[src/rtl/muldiv_unit.sv]
// muldiv_unit: iterative RV32/64 M-extension execute unit.
// Multiplies with a radix-2 shift-add loop and divides with a restoring
// loop, one bit per clock. Operands are reduced to magnitudes at accept and
// the sign is reapplied once, when the final result is registered.
// Divide-by-zero and signed overflow finish on a one-cycle fast path.
module muldiv_unit #(
  parameter int XLEN = 32
) (
  input  logic            clk,
  input  logic            reset,
  input  logic            start,
  input  logic [2:0]      funct3,
  input  logic [XLEN-1:0] a,
  input  logic [XLEN-1:0] b,
  output logic            busy,
  output logic            done,
  output logic [XLEN-1:0] result
);

  localparam int CW = $clog2(XLEN + 1);
  localparam logic [CW-1:0]   CNT_INIT = CW'(XLEN);
  localparam logic [CW-1:0]   CNT_ONE  = CW'(1);
  localparam logic [XLEN-1:0] ONE      = XLEN'(1);
  localparam logic [XLEN-1:0] MOST_NEG = {1'b1, {(XLEN-1){1'b0}}};

  typedef enum logic [1:0] {
    IDLE,
    CALC,
    DONE
  } state_t;

  state_t state;

  // Operation context captured at accept
  logic [2:0]      op_q;
  logic            neg_q;
  logic [CW-1:0]   counter;

  // mcand_q is the multiplicand for multiplies and the divisor for divides
  logic [XLEN-1:0]   mcand_q;
  logic [2*XLEN-1:0] prod_q;
  logic [XLEN-1:0]   rem_q;
  logic [XLEN-1:0]   quo_q;

  // Accept-time decode
  logic            is_div;
  logic            a_signed;
  logic            b_signed;
  logic            sign_a;
  logic            sign_b;
  logic [XLEN-1:0] abs_a;
  logic [XLEN-1:0] abs_b;
  logic            neg_res;
  logic            b_zero;
  logic            overflow;
  logic            fast;
  logic [XLEN-1:0] fast_value;

  // Iteration datapath
  logic [XLEN:0]     mul_sum;
  logic [2*XLEN-1:0] prod_next;
  logic [XLEN:0]     div_shifted;
  logic [XLEN:0]     div_diff;
  logic [XLEN-1:0]   rem_next;
  logic [XLEN-1:0]   quo_next;
  logic [2*XLEN-1:0] prod_signed;
  logic [XLEN-1:0]   quo_signed;
  logic [XLEN-1:0]   rem_signed;
  logic [XLEN-1:0]   final_value;

  // Decode the incoming request: operand signedness, magnitudes, the sign
  // to restore at the end, and whether the fast path applies
  always_comb begin
    is_div   = funct3[2];
    a_signed = (funct3 == 3'b001) || (funct3 == 3'b010) ||
               (funct3 == 3'b100) || (funct3 == 3'b110);
    b_signed = (funct3 == 3'b001) || (funct3 == 3'b100) || (funct3 == 3'b110);
    sign_a   = a_signed && a[XLEN-1];
    sign_b   = b_signed && b[XLEN-1];
    abs_a    = sign_a ? (~a) + ONE : a;
    abs_b    = sign_b ? (~b) + ONE : b;
    // Remainder takes the dividend's sign; product and quotient the xor
    neg_res  = (is_div && funct3[1]) ? sign_a : (sign_a ^ sign_b);
    b_zero   = (b == '0);
    overflow = is_div && !funct3[0] && (a == MOST_NEG) && (b == '1);
    fast     = is_div && (b_zero || overflow);
    // Divide-by-zero is checked first so it wins over overflow
    if (b_zero) begin
      fast_value = funct3[1] ? a : '1;
    end else begin
      fast_value = funct3[1] ? '0 : a;
    end
  end

  // One shift-add multiply step and one restoring divide step, plus the
  // sign-corrected result that would be registered if this is the last step
  always_comb begin
    mul_sum     = {1'b0, prod_q[2*XLEN-1:XLEN]} +
                  (prod_q[0] ? {1'b0, mcand_q} : '0);
    prod_next   = {mul_sum, prod_q[XLEN-1:1]};

    div_shifted = {rem_q, quo_q[XLEN-1]};
    div_diff    = div_shifted - {1'b0, mcand_q};
    if (!div_diff[XLEN]) begin
      rem_next = div_diff[XLEN-1:0];
      quo_next = {quo_q[XLEN-2:0], 1'b1};
    end else begin
      rem_next = div_shifted[XLEN-1:0];
      quo_next = {quo_q[XLEN-2:0], 1'b0};
    end

    prod_signed = neg_q ? (~prod_next) + (2*XLEN)'(1) : prod_next;
    quo_signed  = neg_q ? (~quo_next) + ONE : quo_next;
    rem_signed  = neg_q ? (~rem_next) + ONE : rem_next;

    case (op_q)
      3'b000:                 final_value = prod_signed[XLEN-1:0];
      3'b001, 3'b010, 3'b011: final_value = prod_signed[2*XLEN-1:XLEN];
      3'b100, 3'b101:         final_value = quo_signed;
      default:                final_value = rem_signed;
    endcase
  end

  // Control FSM and datapath registers; busy, done and result are registered
  always_ff @(posedge clk) begin
    if (!reset) begin
      state   <= IDLE;
      busy    <= 1'b0;
      done    <= 1'b0;
      result  <= '0;
      counter <= '0;
      op_q    <= '0;
      neg_q   <= 1'b0;
      mcand_q <= '0;
      prod_q  <= '0;
      rem_q   <= '0;
      quo_q   <= '0;
    end else begin
      case (state)
        IDLE, DONE: begin
          if (start) begin
            op_q    <= funct3;
            neg_q   <= neg_res;
            mcand_q <= is_div ? abs_b : abs_a;
            prod_q  <= {{XLEN{1'b0}}, abs_b};
            rem_q   <= '0;
            quo_q   <= abs_a;
            counter <= CNT_INIT;
            if (fast) begin
              result <= fast_value;
              state  <= DONE;
              busy   <= 1'b0;
              done   <= 1'b1;
            end else begin
              state  <= CALC;
              busy   <= 1'b1;
              done   <= 1'b0;
            end
          end else begin
            state <= IDLE;
            busy  <= 1'b0;
            done  <= 1'b0;
          end
        end

        CALC: begin
          prod_q  <= prod_next;
          rem_q   <= rem_next;
          quo_q   <= quo_next;
          counter <= counter - CNT_ONE;
          if (counter == CNT_ONE) begin
            result <= final_value;
            state  <= DONE;
            busy   <= 1'b0;
            done   <= 1'b1;
          end
        end

        default: begin
          state <= IDLE;
          busy  <= 1'b0;
          done  <= 1'b0;
        end
      endcase
    end
  end

endmodule

[config.mk]
export PLATFORM = sky130hd
export DESIGN_NAME = muldiv_unit
export DESIGN_NICKNAME = d
export VERILOG_FILES = /design/src/rtl/muldiv_unit.sv
export SDC_FILE = /design/constraint.sdc
export NUM_CORES = 1
export LEC_CHECK = 0
export ABC_AREA = 1
export CAP_MARGIN = 40
export CORE_MARGIN = 8
export CORE_UTILIZATION = 35
export DETAILED_ROUTE_END_ITERATION = 10
export GPL_TIMING_DRIVEN = 0
export MAX_ROUTING_LAYER = met4
export PLACE_DENSITY = 0.51
export SLEW_MARGIN = 5
export SYNTH_ARGS = -nofsm -noshare
export SYNTH_HDL_FRONTEND = slang
export SYNTH_SLANG_ARGS = --single-unit
[constraint.sdc]
create_clock -name clk -period 6 [get_ports clk]
set_input_delay 0.9 -clock clk [delete_from_list [all_inputs] [get_ports clk]]
set_output_delay 0.9 -clock clk [all_outputs]
set_load 0.01 [all_outputs]
==> results.txt <==
Max rail drop VDD -> 519.9 µV
Critical path type -> reg -> reg
Port Buffers -> 101
DRC Markers -> 0
Clock latency on the worst-skew pair -> 0.58 ns
Critical Path RT -> 6.47 ns
Crit path max-delay family -> simple AND/OR/NAND/NOR gates
CP startpoint kind -> flop
Hold Path Stages -> 2
Worst-margin pin slew -> 0.9629 ns
First-pass GRT wire length -> 144700 µm
Most common cell after layout, fill and taps aside -> nand2_1
GRT overflow -> 0
PD cells -> 687.6 nW/µm²
Commonest cells after routing, fill and taps aside -> 1171 x nand2_1, 425 x inv_1, 338 x nor2_1
Slew margin rel. -> 35.81%
Hold Vio Cnt, Final -> 0
# hold bufs at CTS -> 0
Final Cycle Share -> 95.76%
Most Frequent Cell on Critical Path -> nand2_1
Worst R2R Setup Slack -> 0.25 ns
Cell Area, Synth -> 19720 µm²
Final WS setup -> 0.2545 ns
Placement Rows -> 87
CTS Buffer Depth -> 3
Ports -> 104
Post-synth EDFFs -> 0
Syn Nets -> 3654
Clk sinks -> 204
Dpl hpwl -> 83370 µm
Sequential share of the synthesized area -> 20.71%
Outcome -> completed
Layout area overhead -> 15.68%
Nets@finish -> 3798
Number of global-route vias before repair -> 22080
Ys Warns -> 0
Final core utilization -> 40.69%
Synth Area per Inst -> 5.618 µm²
Top FF cell, synth -> dfxtp_1
Wirelength per Cell -> 22.65 µm
Skew final -> 0.02182 ns
Num CTS Buffers -> 28
Lkg Pwr -> 10.40 nW
Hold Path Origin -> result[11]
Final min period -> 5.745 ns
Synthesized flop and latch total -> 204
Initial antenna violation count -> 5
Post-Route WL -> 100400 µm
Crit-path slowest cell -> dfxtp_1
Hold Path Class -> reg -> reg
CTS tree -> yes
Multi-input logic area -> 13440 µm²
Crit end category -> flop
H-tree depth -> 1
Initial DRC count -> 2696
Register area -> 4089 µm²
Die Area -> 64190 µm²
DIE WIDTH -> 253.4 µm
GRT Util Overall -> 31.00%
CP bufs+invs -> 5
Final slew viol count -> 0
Largest net degree at the start of global routing -> 14
1st-pass router iterations -> 8
Setup violators final -> 0
Initial Util -> 35.17%
Arr. time, crit path -> 6.22 ns
Share of cells above drive strength 1 -> 4.380%
Height of the die -> 253.4 µm
Max incr delay on CP -> 0.60 ns
Worst-path clk slew -> 0.06 ns
Fill cells -> 6347
Core box area -> 56060 µm²
Synth cell types -> 60
Post-route ant nets -> 0
Reg2reg path depth -> 32
Asr flop ratio synth -> 0%
Via count -> 24020
Pre-CTS setup slack -> -0.1458 ns
Reg2reg start -> mcand_q[12]
Avg Vias per Cell -> 5.417
CP Max Fanout -> 10
Placer congestion estimate -> 1.072
RR Endpoint -> result[30]
FMAX -> 174.1 MHz
Hold Path Sink -> result[11]
Root Buffer -> clkbuf_16
Cells after Synth -> 3510
Max cap viols -> 0
RSZ-0062 raised after global routing -> no
-- cell families (layout without fill, tap and decap cells) --
logic type	after synthesis	count (layout)	share of synthesized area (%)
simple gates	1943	1943	41.19
compound gates	632	632	18.25
buf+inv	570	736	11.21
flops	204	204	20.71
xor+xnor	87	87	3.864
fa+ha+maj	74	74	4.772
other cells	0	2	0
-- cells in the mapped netlist, types with 8 or more instances --
library cell	instances	area, µm²
a31oi_1	88	550.5
o22ai_1	9	56.30
nand2_2	22	137.6
xnor2_1	27	236.5
nand2_1	1171	4395
a211oi_1	11	82.58
xor2_1	60	525.5
o211ai_1	15	112.6
nor2_1	339	1272
nand4_1	45	281.5
o21ai_0	177	885.9
inv_2	8	30.03
nor3_1	72	360.4
a21boi_0	8	60.06
or2_2	11	68.82
nor4_1	13	81.33
nor2_2	10	62.56
dfxtp_1	204	4084
o21ai_2	8	70.07
inv_1	425	1595
buf_1	15	56.30
ha_1	72	900.9
a22oi_1	9	67.56
buf_2	8	40.04
o221ai_1	9	78.83
a21oi_1	243	1216
nand3_1	212	1061
clkbuf_1	106	397.9
o21ai_1	14	70.07
nand3b_1	20	150.1
-- state kept, by name, indices dropped and copies added (netlist names) --
name and cells:
state 1, prod_q 64, neg_q 1, result 32
counter 6, mcand_q 32, quo_q 32, op_q 3
rem_q 32, done 1
-- worst min-delay path, stage by stage (launching register included) --
cell and delay, ns:
dfxtp_1 0.31, nand2_1 0.06, nand2_1 0.05
-- where the power goes --
| group | internal (W) | switching (W) | total, W |
|---|---|---|---|
| combinational | 0.00364 | 0.00845 | 0.0121 |
| clock | 0.00112 | 0.000706 | 0.00183 |
| sequential | 0.00152 | 0.000244 | 0.00176 |
| total | 0.00628 | 0.00940 | 0.0157 |
-- how the worst max path moves through the flow --
stage	start	endpoint	slack, ns	cells past startpoint
after floorplan	quo_q[31]	result[26]	1.97	34
after global placement	mcand_q[0]	result[30]	-0.21	32
after detailed placement	mcand_q[0]	result[30]	-0.15	32
after CTS	mcand_q[0]	result[30]	0.08	32
after global routing	mcand_q[0]	result[30]	0.01	32
final	mcand_q[12]	result[30]	0.25	32
-- layout make-up --
type | count | share of cell area, %
Multi-Input combinational cell | 2736 | 58.93
Sequential cell | 204 | 17.93
Inverter | 434 | 7.142
Timing Repair Buffer | 114 | 4.931
Tap cell | 756 | 4.147
Clock buffer | 41 | 3.598
Buffer | 136 | 2.551
Clock inverter | 11 | 0.7570
Antenna cell | 2 | 0.02194
-- metrics by stage --
step                      hold slack (ns)  TNS (ns)  cell area [µm²]  total power (W)  std cells
after floorplan                    0.4428         0            19720          0.01030       3510
final                              0.4527         0            22810          0.01569       4434
after global routing               0.4730         0            22810          0.01704       4434
after global placement             0.4397   -0.3933            21680          0.01361       4367
after detailed placement           0.4450   -0.1667            21790          0.01355       4380
after CTS                          0.4548         0            22790          0.01543       4432
-- metal layers --
| layer | global-route usage [%] | vias up | part of all wire [%] |
|---|---|---|---|
| met5 | - | - | 0 |
| met4 | 13.48 | 0 | 5.0 |
| met3 | 4.802 | 183 | 7.9 |
| met2 | 46.93 | 1105 | 43 |
| met1 | 40.60 | 11030 | 44 |
| li1 | - | 11700 | - |
-- timing repair --
action / CTS / global route
pin swaps: 0 / 0
endpoints found under the setup margin: 2 / 5
gates resized for setup: 3 / 6
setup buffers: 0 / 0
(Power assumes the default switching activity.)
